`config.mk`:
```
export PLATFORM = sky130hd
export DESIGN_NAME = pipe_ctrl
export DESIGN_NICKNAME = d
export VERILOG_FILES = /design/src/rtl/cpu_pkg.sv /design/src/rtl/op_len.sv /design/src/rtl/pipe_ctrl.sv
export SDC_FILE = /design/constraint.sdc
export NUM_CORES = 1
export LEC_CHECK = 0
export ABC_AREA = 0
export BUFFER_PORTS_ARGS = -buffer_cell sky130_fd_sc_hd__buf_2
export CORE_ASPECT_RATIO = 0.6
export CORE_MARGIN = 2
export CORE_UTILIZATION = 53
export CTS_CLUSTER_SIZE = 40
export DETAILED_ROUTE_END_ITERATION = 10
export GPL_TIMING_DRIVEN = 0
export HOLD_SLACK_MARGIN = 0.1
export PLACE_DENSITY = 0.85
export RECOVER_POWER = 100
export SETUP_SLACK_MARGIN = 0.15
export SYNTH_ARGS = -nofsm -noshare
export SYNTH_HDL_FRONTEND = slang
export SYNTH_SLANG_ARGS = --single-unit
```
`constraint.sdc`:
```
create_clock -name clk -period 5.3 [get_ports clk]
set_clock_uncertainty 0.05 [all_clocks]
set_input_delay 0.795 -clock clk [delete_from_list [all_inputs] [get_ports clk]]
set_output_delay 0.795 -clock clk [all_outputs]
set_load 0.03 [all_outputs]
```
`src/rtl/cpu_pkg.sv`:
```
// Shared definitions for the 8080 pipeline: widths, reset PC, opcode
// encodings used by the length decoder and fetch-state enumeration.
package cpu_pkg;

    localparam int          ADDR_W   = 16;
    localparam logic [15:0] RESET_PC = 16'h0000;

    // Single-opcode encodings the sequencer cares about
    localparam logic [7:0] OP_HLT  = 8'h76;
    localparam logic [7:0] OP_JMP  = 8'hC3;
    localparam logic [7:0] OP_CALL = 8'hCD;
    localparam logic [7:0] OP_SHLD = 8'h22;
    localparam logic [7:0] OP_LHLD = 8'h2A;
    localparam logic [7:0] OP_STA  = 8'h32;
    localparam logic [7:0] OP_LDA  = 8'h3A;
    localparam logic [7:0] OP_OUT  = 8'hD3;
    localparam logic [7:0] OP_IN   = 8'hDB;

    // Opcode families matched by (op & MASK) == MATCH
    localparam logic [7:0] OP_LXI_MASK   = 8'hCF;  // 00rp0001
    localparam logic [7:0] OP_LXI_MATCH  = 8'h01;
    localparam logic [7:0] OP_MVI_MASK   = 8'hC7;  // 00rrr110
    localparam logic [7:0] OP_MVI_MATCH  = 8'h06;
    localparam logic [7:0] OP_ALUI_MASK  = 8'hC7;  // 11xxx110
    localparam logic [7:0] OP_ALUI_MATCH = 8'hC6;
    localparam logic [7:0] OP_JCC_MASK   = 8'hC7;  // 11ccc010
    localparam logic [7:0] OP_JCC_MATCH  = 8'hC2;
    localparam logic [7:0] OP_CCC_MASK   = 8'hC7;  // 11ccc100
    localparam logic [7:0] OP_CCC_MATCH  = 8'hC4;

    typedef enum logic [1:0] {
        FETCH = 2'd0,
        WAIT  = 2'd1,
        HALT  = 2'd2
    } fetch_state_t;

endpackage

```
`src/rtl/op_len.sv`:
```
// Opcode length decoder: maps an 8080 opcode to its byte length (1..3).
module op_len
    import cpu_pkg::*;
(
    input  logic [7:0] opcode,
    output logic [1:0] len
);

    // Three-byte forms first, then two-byte forms; everything else is one byte
    always_comb begin
        len = 2'd1;
        if (((opcode & OP_LXI_MASK) == OP_LXI_MATCH) ||
            (opcode == OP_SHLD) || (opcode == OP_LHLD) ||
            (opcode == OP_STA)  || (opcode == OP_LDA)  ||
            (opcode == OP_JMP)  || (opcode == OP_CALL) ||
            ((opcode & OP_JCC_MASK) == OP_JCC_MATCH) ||
            ((opcode & OP_CCC_MASK) == OP_CCC_MATCH)) begin
            len = 2'd3;
        end else if (((opcode & OP_MVI_MASK) == OP_MVI_MATCH) ||
                     ((opcode & OP_ALUI_MASK) == OP_ALUI_MATCH) ||
                     (opcode == OP_OUT) || (opcode == OP_IN)) begin
            len = 2'd2;
        end
    end

endmodule

```
`src/rtl/pipe_ctrl.sv`:
```
// Pipeline sequencer for the 8080 core: owns the PC, the two-cycle fetch
// FSM, the D-stage instruction latch and the per-stage valid bits.
module pipe_ctrl #(
    parameter int                ADDR_W   = 16,
    parameter logic [ADDR_W-1:0] RESET_PC = '0
) (
    input  logic              clk,
    input  logic              rst_n,
    input  logic [23:0]       instruction,
    input  logic              stall_req,
    input  logic              redirect_valid,
    input  logic [ADDR_W-1:0] redirect_pc,
    output logic [ADDR_W-1:0] pc,
    output logic              f1_v,
    output logic              f2_v,
    output logic              d_v,
    output logic              x1_v,
    output logic              x2_v,
    output logic              wb_v,
    output logic [23:0]       d_instr,
    output logic [1:0]        d_len,
    output logic              halted
);

    import cpu_pkg::*;

    fetch_state_t state;
    logic [1:0]   fetch_len;
    logic         consume;
    logic         hlt_take;
    logic         deliver;

    op_len u_fetch_len (
        .opcode (instruction[23:16]),
        .len    (fetch_len)
    );

    op_len u_d_len (
        .opcode (d_instr[23:16]),
        .len    (d_len)
    );

    assign f1_v = (state == FETCH);
    assign f2_v = (state == WAIT);

    // D drains when not stalled; a draining HLT blocks the concurrent refill
    always_comb begin
        consume  = d_v && !stall_req;
        hlt_take = consume && (d_instr[23:16] == OP_HLT);
        deliver  = (state == WAIT) && !stall_req && !hlt_take;
    end

    // Fetch FSM, PC, D latch, downstream valid shift and halt detection
    always_ff @(posedge clk or negedge rst_n) begin
        if (!rst_n) begin
            state   <= FETCH;
            pc      <= RESET_PC;
            d_v     <= 1'b0;
            x1_v    <= 1'b0;
            x2_v    <= 1'b0;
            wb_v    <= 1'b0;
            d_instr <= 24'h000000;
            halted  <= 1'b0;
        end else if (redirect_valid) begin
            state   <= FETCH;
            pc      <= redirect_pc;
            d_v     <= 1'b0;
            x1_v    <= 1'b0;
            x2_v    <= 1'b0;
            wb_v    <= x2_v;
            halted  <= 1'b0;
        end else begin
            wb_v   <= x2_v;
            x2_v   <= x1_v;
            x1_v   <= consume;
            halted <= (state == HALT) && !x1_v && !x2_v;
            if (deliver) begin
                d_instr <= instruction;
                d_v     <= 1'b1;
                pc      <= pc + {{(ADDR_W-2){1'b0}}, fetch_len};
            end else if (consume) begin
                d_v <= 1'b0;
            end
            case (state)
                FETCH:   state <= hlt_take ? HALT : WAIT;
                WAIT: begin
                    if (hlt_take) begin
                        state <= HALT;
                    end else if (!stall_req) begin
                        state <= FETCH;
                    end
                end
                HALT:    state <= HALT;
                default: state <= FETCH;
            endcase
        end
    end

endmodule
```
==> flow_metrics.py, run 1 <==
metrics = {
    "outcome": {
        "outcome": "finished with violations",
        "violations": "capacitance limit, slew limit",
    },
    "die": {
        "ios": 93,
        "design.die.area_um2": 5350,
        "chipWidth_um": 93.1,
        "dieHeight_um": 57.5,
        "start_util_pct": 55.0,
        "core_um2": 4590,
        "rows": 19,
    },
    "setup_path": {
        "r2r_end": "d_instr[21]",
        "cp_max_fo": 10,
        "crit_family": "compound AO/OA/AOI/OAI gates",
        "startpoint_type": "input port",
        "max_stage_delay_ps": 620,
        "cp.depth": 10,
        "crit_chain": "clkbuf_1 -> inv_1 -> a211oi_1 -> a21oi_1 -> o311ai_0 -> ha_1 -> a21o_1 -> nand4_1 -> or4_1 -> a31oi_1",
        "required_ps": 5480,
        "cp.arrival_ps": 3490,
        "critical_path.slowest_cell": "o311ai_0",
        "critPathKind": "in -> reg",
        "startpoint": "instruction[17]",
        "ff2ff_setup_slack_ps": 2410,
        "endpoint_kind": "flip-flop",
        "worst-path-buf-inv": 2,
        "timing.rr.start": "d_instr[16]",
        "r2r_cells": 5,
    },
    "power": {
        "powerDensity_nw_per_um2": 352,
        "ir_drop_uv": 220,
        "p_leak_nw": 1.23,
    },
    "yosys": {
        "synth_async_sr_flop_share_pct": 100,
        "ys_seq_elements": 47,
        "muxShareOfSynthArea_pct": 13.7,
        "synth_fa_ha_area_share_pct": 1.78,
        "synth_cell_types": 45,
        "syn_area_per_cell_um2": 11.3,
        "synth_ff_type": "dfrtp_1",
        "synth_xor_area_share_pct": 1.04,
        "synth-seq-area-share_pct": 46.6,
        "ys.warnings.count": 0,
        "syn_nets": 270,
        "synth_top_family_by_area": "simple AND/OR/NAND/NOR gates",
        "synth_compound_area_share_pct": 12.2,
        "syn_area_um2": 2520,
        "synth_cells": 223,
        "synth-simple-area-share_pct": 21.8,
        "synth-edff-count": 0,
    },
    "routing": {
        "vias": 2210,
        "wl_mm": 6.17,
        "drtIter0Drc": 129,
        "antenna_left": 0,
        "drt_first_pass_iters": 4,
        "avgRoutedWirePerCell_um": 16.0,
        "vias_per_cell": 5.73,
        "drcViolationCount": 0,
    },
    "final_layout": {
        "fill_cells": 427,
        "final_cells": 386,
        "layout_common_cells": "clkbuf_1, dfrtp_1, buf_2, nor2_1, mux2_1",
        "final_nets": 369,
        "drive_gt1_share_pct": 18.6,
        "num_antenna_cells": 0,
        "fin_area_um2": 2990,
        "area_growth_pct": 18.3,
        "final_common_cell": "clkbuf_1",
    },
    "sta": {
        "setup_viol": 0,
        "min_period_over_period_pct": 62.4,
        "final.setup.worst_slack_ps": 1990,
        "setup_tns_ps": 0,
        "min_period_ps": 3310,
        "slew_headroom_pct": -62.1,
        "maxSlewViolCount": 48,
        "hold_viol": 0,
        "rsz0062_at_grt": "false",
        "worst_pin_slew_ps": 2430,
        "max_freq_ghz": 0.302,
        "hold-worst-slack_ps": 371,
    },
    "clock_tree": {
        "numCtsBuffers": 5,
        "cts_resized": 0,
        "cts_setup_buffers": 0,
        "clock_latency_ps": 300,
        "clock_path_buffers": 2,
        "root_buffer": "clkbuf_8",
        "path_clk_slew_ps": 100,
        "cts.sink_count": 47,
        "h-tree-depth": 2,
        "cts_hold_buf": 0,
        "cts_tree": "done",
    },
    "worst_hold_path": {
        "whs_endpoint": "wb_v",
        "min_from": "x2_v",
        "hp-class": "reg -> reg",
        "whs_path_depth": 0,
    },
    "placement": {
        "gp_congestion": 0.898,
        "post_dp_cell_area_um2": 3060,
        "portBuffers": 92,
        "dpl_worst_slack_ps": 1990,
        "dp.final_hpwl_mm": 4.62,
        "dp.cells": 378,
    },
    "global_routing": {
        "antenna_found_initial": 0,
        "grt_usage_pct": 23.8,
        "overflow": 0,
        "grt_pass1_vias": 2056,
        "grt_max_degree": 48,
        "grt_pass1_wl_mm": 9.84,
    },
    "run": {
        "cap_violations": 1,
    },
}
worst max path at each step:
stage	to	slack (ps)
2_1_floorplan	d_len[1]	2110
3_3_place_gp	pc[13]	2110
3_5_place_dp	pc[9]	1990
4_1_cts	pc[11]	2250
5_1_grt	pc[13]	1800
6_report	pc[11]	1990
final cells by class:
cell class                      instances  area, um2  share of cell area (%)
Clock buffer                            5       68.8                    2.30
Clock inverter                          3       46.3                    1.55
Buffer                                  8       32.5                    1.09
Timing Repair Buffer                   92        394                    13.2
Multi-Input combinational cell        162       1170                    39.1
Sequential cell                        47       1180                    39.4
Inverter                                6       22.5                   0.754
Tap cell                               63       78.8                    2.64
synth_stat cells (3+ instances only):
cell	instances	share of area, %
a21oi_1	4	0.79
a31oi_1	14	3.5
buf_2	3	0.59
clkbuf_1	3	0.45
dfrtp_1	47	47
inv_1	5	0.74
mux2_2	4	1.8
mux2_4	20	12
nand2_1	13	1.9
nand3_1	7	1.4
nand4_1	7	1.7
nor2_1	20	3.0
nor2b_1	3	0.74
nor4_1	4	0.99
o21ai_0	5	0.99
o31ai_1	12	3.6
or4_1	14	4.2
cell families (layout without fill, tap and decap cells):
logic type / count (synthesis) / in the layout
xor+xnor: 3 / 3
compound gates: 46 / 46
simple gates: 86 / 86
buf+inv: 14 / 114
flops: 47 / 47
mux: 24 / 24
fa+ha+maj: 3 / 3
layer usage:
layer | wire length (um) | vias to the layer above | global-route usage (%)
li1 | - | 1060 | -
met1 | 2930 | 1040 | 34.7
met2 | 2640 | 104 | 35.7
met3 | 536 | 6 | 6.08
met4 | 64 | 0 | 6.72
met5 | 0 | - | 0
state kept, by name, summed over array words and instances (netlist names):
name	cells
d_instr	24
d_v	1
halted	1
pc	16
state	2
wb_v	1
x1_v	1
x2_v	1
worst register-to-register path, cell delays in order (launching register included):
cell	delay (ps)
dfrtp_1	460
nand2b_2	250
nor4_1	860
nor3_1	360
clkbuf_1	380
mux2_1	410
stage by stage:
step	util (%)	power, mW
floorplan	-	0.714
global placement	66.8	0.823
detailed placement	66.8	0.834
CTS	69.3	1.10
global route	65.1	1.11
finish	65.1	1.05
report_power, final:
| group | total, mW | leakage (nW) | internal (mW) | switching, mW |
|---|---|---|---|---|
| clock | 0.271 | 0.0548 | 0.142 | 0.128 |
| combinational | 0.313 | 0.611 | 0.0963 | 0.217 |
| sequential | 0.467 | 0.561 | 0.412 | 0.0552 |
No activity file was read; power rests on OpenSTA's default activity.
==> run 2: changes to the inputs <==
--- a/config.mk
+++ b/config.mk
@@ -9,12 +9,12 @@
 export BUFFER_PORTS_ARGS = -buffer_cell sky130_fd_sc_hd__buf_2
 export CORE_ASPECT_RATIO = 0.6
 export CORE_MARGIN = 2
-export CORE_UTILIZATION = 53
+export CORE_UTILIZATION = 49
 export CTS_CLUSTER_SIZE = 40
 export DETAILED_ROUTE_END_ITERATION = 10
 export GPL_TIMING_DRIVEN = 0
 export HOLD_SLACK_MARGIN = 0.1
-export PLACE_DENSITY = 0.85
+export PLACE_DENSITY = 0.79
 export RECOVER_POWER = 100
 export SETUP_SLACK_MARGIN = 0.15
 export SYNTH_ARGS = -nofsm -noshare
==> constraint.sdc (replaced) <==
create_clock -name clk -period 3.2 [get_ports clk]
set_clock_uncertainty 0.05 [all_clocks]
set_input_delay 0.48 -clock clk [delete_from_list [all_inputs] [get_ports clk]]
set_output_delay 0.48 -clock clk [all_outputs]
set_load 0.03 [all_outputs]
==> flow_metrics.py, run 2 (synthesis gave the netlist of run 1 again) <==
metrics = {
    "clock_tree": {
        "clock_path_buffers": 2,
        "h-tree-depth": 2,
        "cts.sink_count": 47,
        "numCtsBuffers": 5,
        "cts_resized": 0,
        "clock_latency_ps": 300,
        "root_buffer": "clkbuf_8",
        "cts_setup_buffers": 0,
        "cts_hold_buf": 0,
        "cts_tree": "done",
        "path_clk_slew_ps": 90,
    },
    "global_routing": {
        "overflow": 0,
        "grt_usage_pct": 21.6,
        "grt_max_degree": 48,
        "antenna_found_initial": 0,
        "grt_pass1_wl_mm": 9.96,
        "grt_pass1_vias": 2026,
    },
    "setup_path": {
        "cp_max_fo": 10,
        "crit_end": "pc[11]",
        "startpoint_type": "input port",
        "critPathKind": "in -> reg",
        "crit_family": "compound AO/OA/AOI/OAI gates",
        "required_ps": 3370,
        "startpoint": "instruction[16]",
        "r2r_cells": 5,
        "ff2ff_setup_slack_ps": 450,
        "crit_chain": "buf_2 -> a211oi_1 -> a21oi_1 -> o311ai_0 -> ha_1 -> a21o_1 -> nand4_4 -> or4_1 -> a31oi_1",
        "r2r_end": "d_instr[8]",
        "max_stage_delay_ps": 730,
        "worst-path-buf-inv": 1,
        "cp.arrival_ps": 2980,
        "endpoint_kind": "flip-flop",
        "cp.depth": 9,
        "timing.rr.start": "d_instr[16]",
        "critical_path.slowest_cell": "o311ai_0",
    },
    "sta": {
        "min_period_over_period_pct": 87.8,
        "worst_pin_slew_ps": 2450,
        "slew_headroom_pct": -63.6,
        "maxSlewViolCount": 48,
        "setup_tns_ps": 0,
        "hold-worst-slack_ps": 343,
        "min_period_ps": 2810,
        "max_freq_ghz": 0.356,
        "setup_viol": 0,
        "hold_viol": 0,
        "rsz0062_at_grt": "false",
    },
    "routing": {
        "wl_mm": 6.14,
        "vias": 2216,
        "avgRoutedWirePerCell_um": 15.8,
        "vias_per_cell": 5.70,
        "drtIter0Drc": 142,
        "antenna_left": 0,
        "drt_first_pass_iters": 4,
        "drcViolationCount": 0,
    },
    "final_layout": {
        "drive_gt1_share_pct": 19.5,
        "largest_register_ffs": 24,
        "fill_cells": 480,
        "area_growth_pct": 18.8,
        "layout_common_cells": "clkbuf_1, dfrtp_1, buf_2, nor2_1, mux2_1",
        "num_antenna_cells": 0,
        "max_flop_register": "d_instr",
        "final_nets": 369,
        "final_common_cell": "clkbuf_1",
        "top_regs": "d_instr (24), pc (16), state (2)",
        "multiInputGateArea_um2": 1190,
        "seq_area_um2": 1180,
    },
    "die": {
        "ios": 93,
        "chipWidth_um": 96.7,
        "dieHeight_um": 59.6,
        "design.die.area_um2": 5760,
        "start_util_pct": 50.4,
        "core_um2": 5000,
        "rows": 20,
    },
    "power": {
        "ir_drop_uv": 201,
        "p_leak_nw": 1.24,
        "powerDensity_nw_per_um2": 547,
    },
    "placement": {
        "portBuffers": 92,
        "dp.final_hpwl_mm": 4.67,
        "gp_congestion": 0.828,
    },
    "worst_hold_path": {
        "whs_path_depth": 3,
        "hp-class": "in -> reg",
    },
    "outcome": {
        "outcome": "finished with violations",
        "violations": "capacitance limit, slew limit",
    },
    "run": {
        "cap_violations": 1,
    },
}
## run 2: cell types whose count changed in the layout (fill, tap and decap cells not counted), sizes merged
cell / delta
bufinv: -1
buf: +4
clkbuf: -2
inv: -1
clkinvlp: -1
clkinv: +1
## run 2: how the worst min path moves through the flow
stage,from,end,slack (ps)
3_3_place_gp,x2_v,wb_v,350
3_5_place_dp,x2_v,wb_v,360
2_1_floorplan,rst_n,d_instr[0],130
6_report,redirect_pc[2],pc[2],340
5_1_grt,redirect_pc[2],pc[2],350
4_1_cts,rst_n,pc[11],340
## run 2: routing by layer
layer	routed length, um	track usage, %	vias to the layer above	part of all wire, %
met5	0	0	-	0
met4	17	4.63	0	0.28
met3	498	5.42	2	8.1
met2	2650	31.3	96	43
met1	2970	32.8	1064	48
li1	-	-	1054	-
## run 2: final cells by class
class                   count  share of cell area [%]
multi-input cells         162                    39.7
flip-flops and latches     47                    39.2
repair buffers             92                    13.2
well taps                  66                    2.75
clock buffers               7                    2.55
plain buffers               8                    1.59
inverters                   6                   0.751
clock inverters             1                   0.167
## run 2: metrics by stage
step,cell area [um2],utilization [%],worst slack [ps],cells,total power [mW]
after floorplan,2520,-,328,223,1.18
after global placement,3070,61.3,263,381,1.36
after detailed placement,3070,61.3,95.7,381,1.38
after CTS,3150,62.9,407,389,1.72
after global routing,3000,59.9,135,389,1.72
final,3000,59.9,389,389,1.64
## run 2: tightest hold or removal path: cells and delay by family
| kind | cells | cell delay, ps |
|---|---|---|
| buffers and inverters | 1 | 80 |
| and+or+nand+nor | 2 | 100 |
## run 2: power breakdown
part / switching, mW / internal (mW) / total, mW / leakage (nW)
clock network: 0.193 / 0.154 / 0.346 / 0.0422
logic: 0.360 / 0.161 / 0.521 / 0.635
registers: 0.0906 / 0.682 / 0.773 / 0.561
total: 0.643 / 0.997 / 1.64 / 1.24
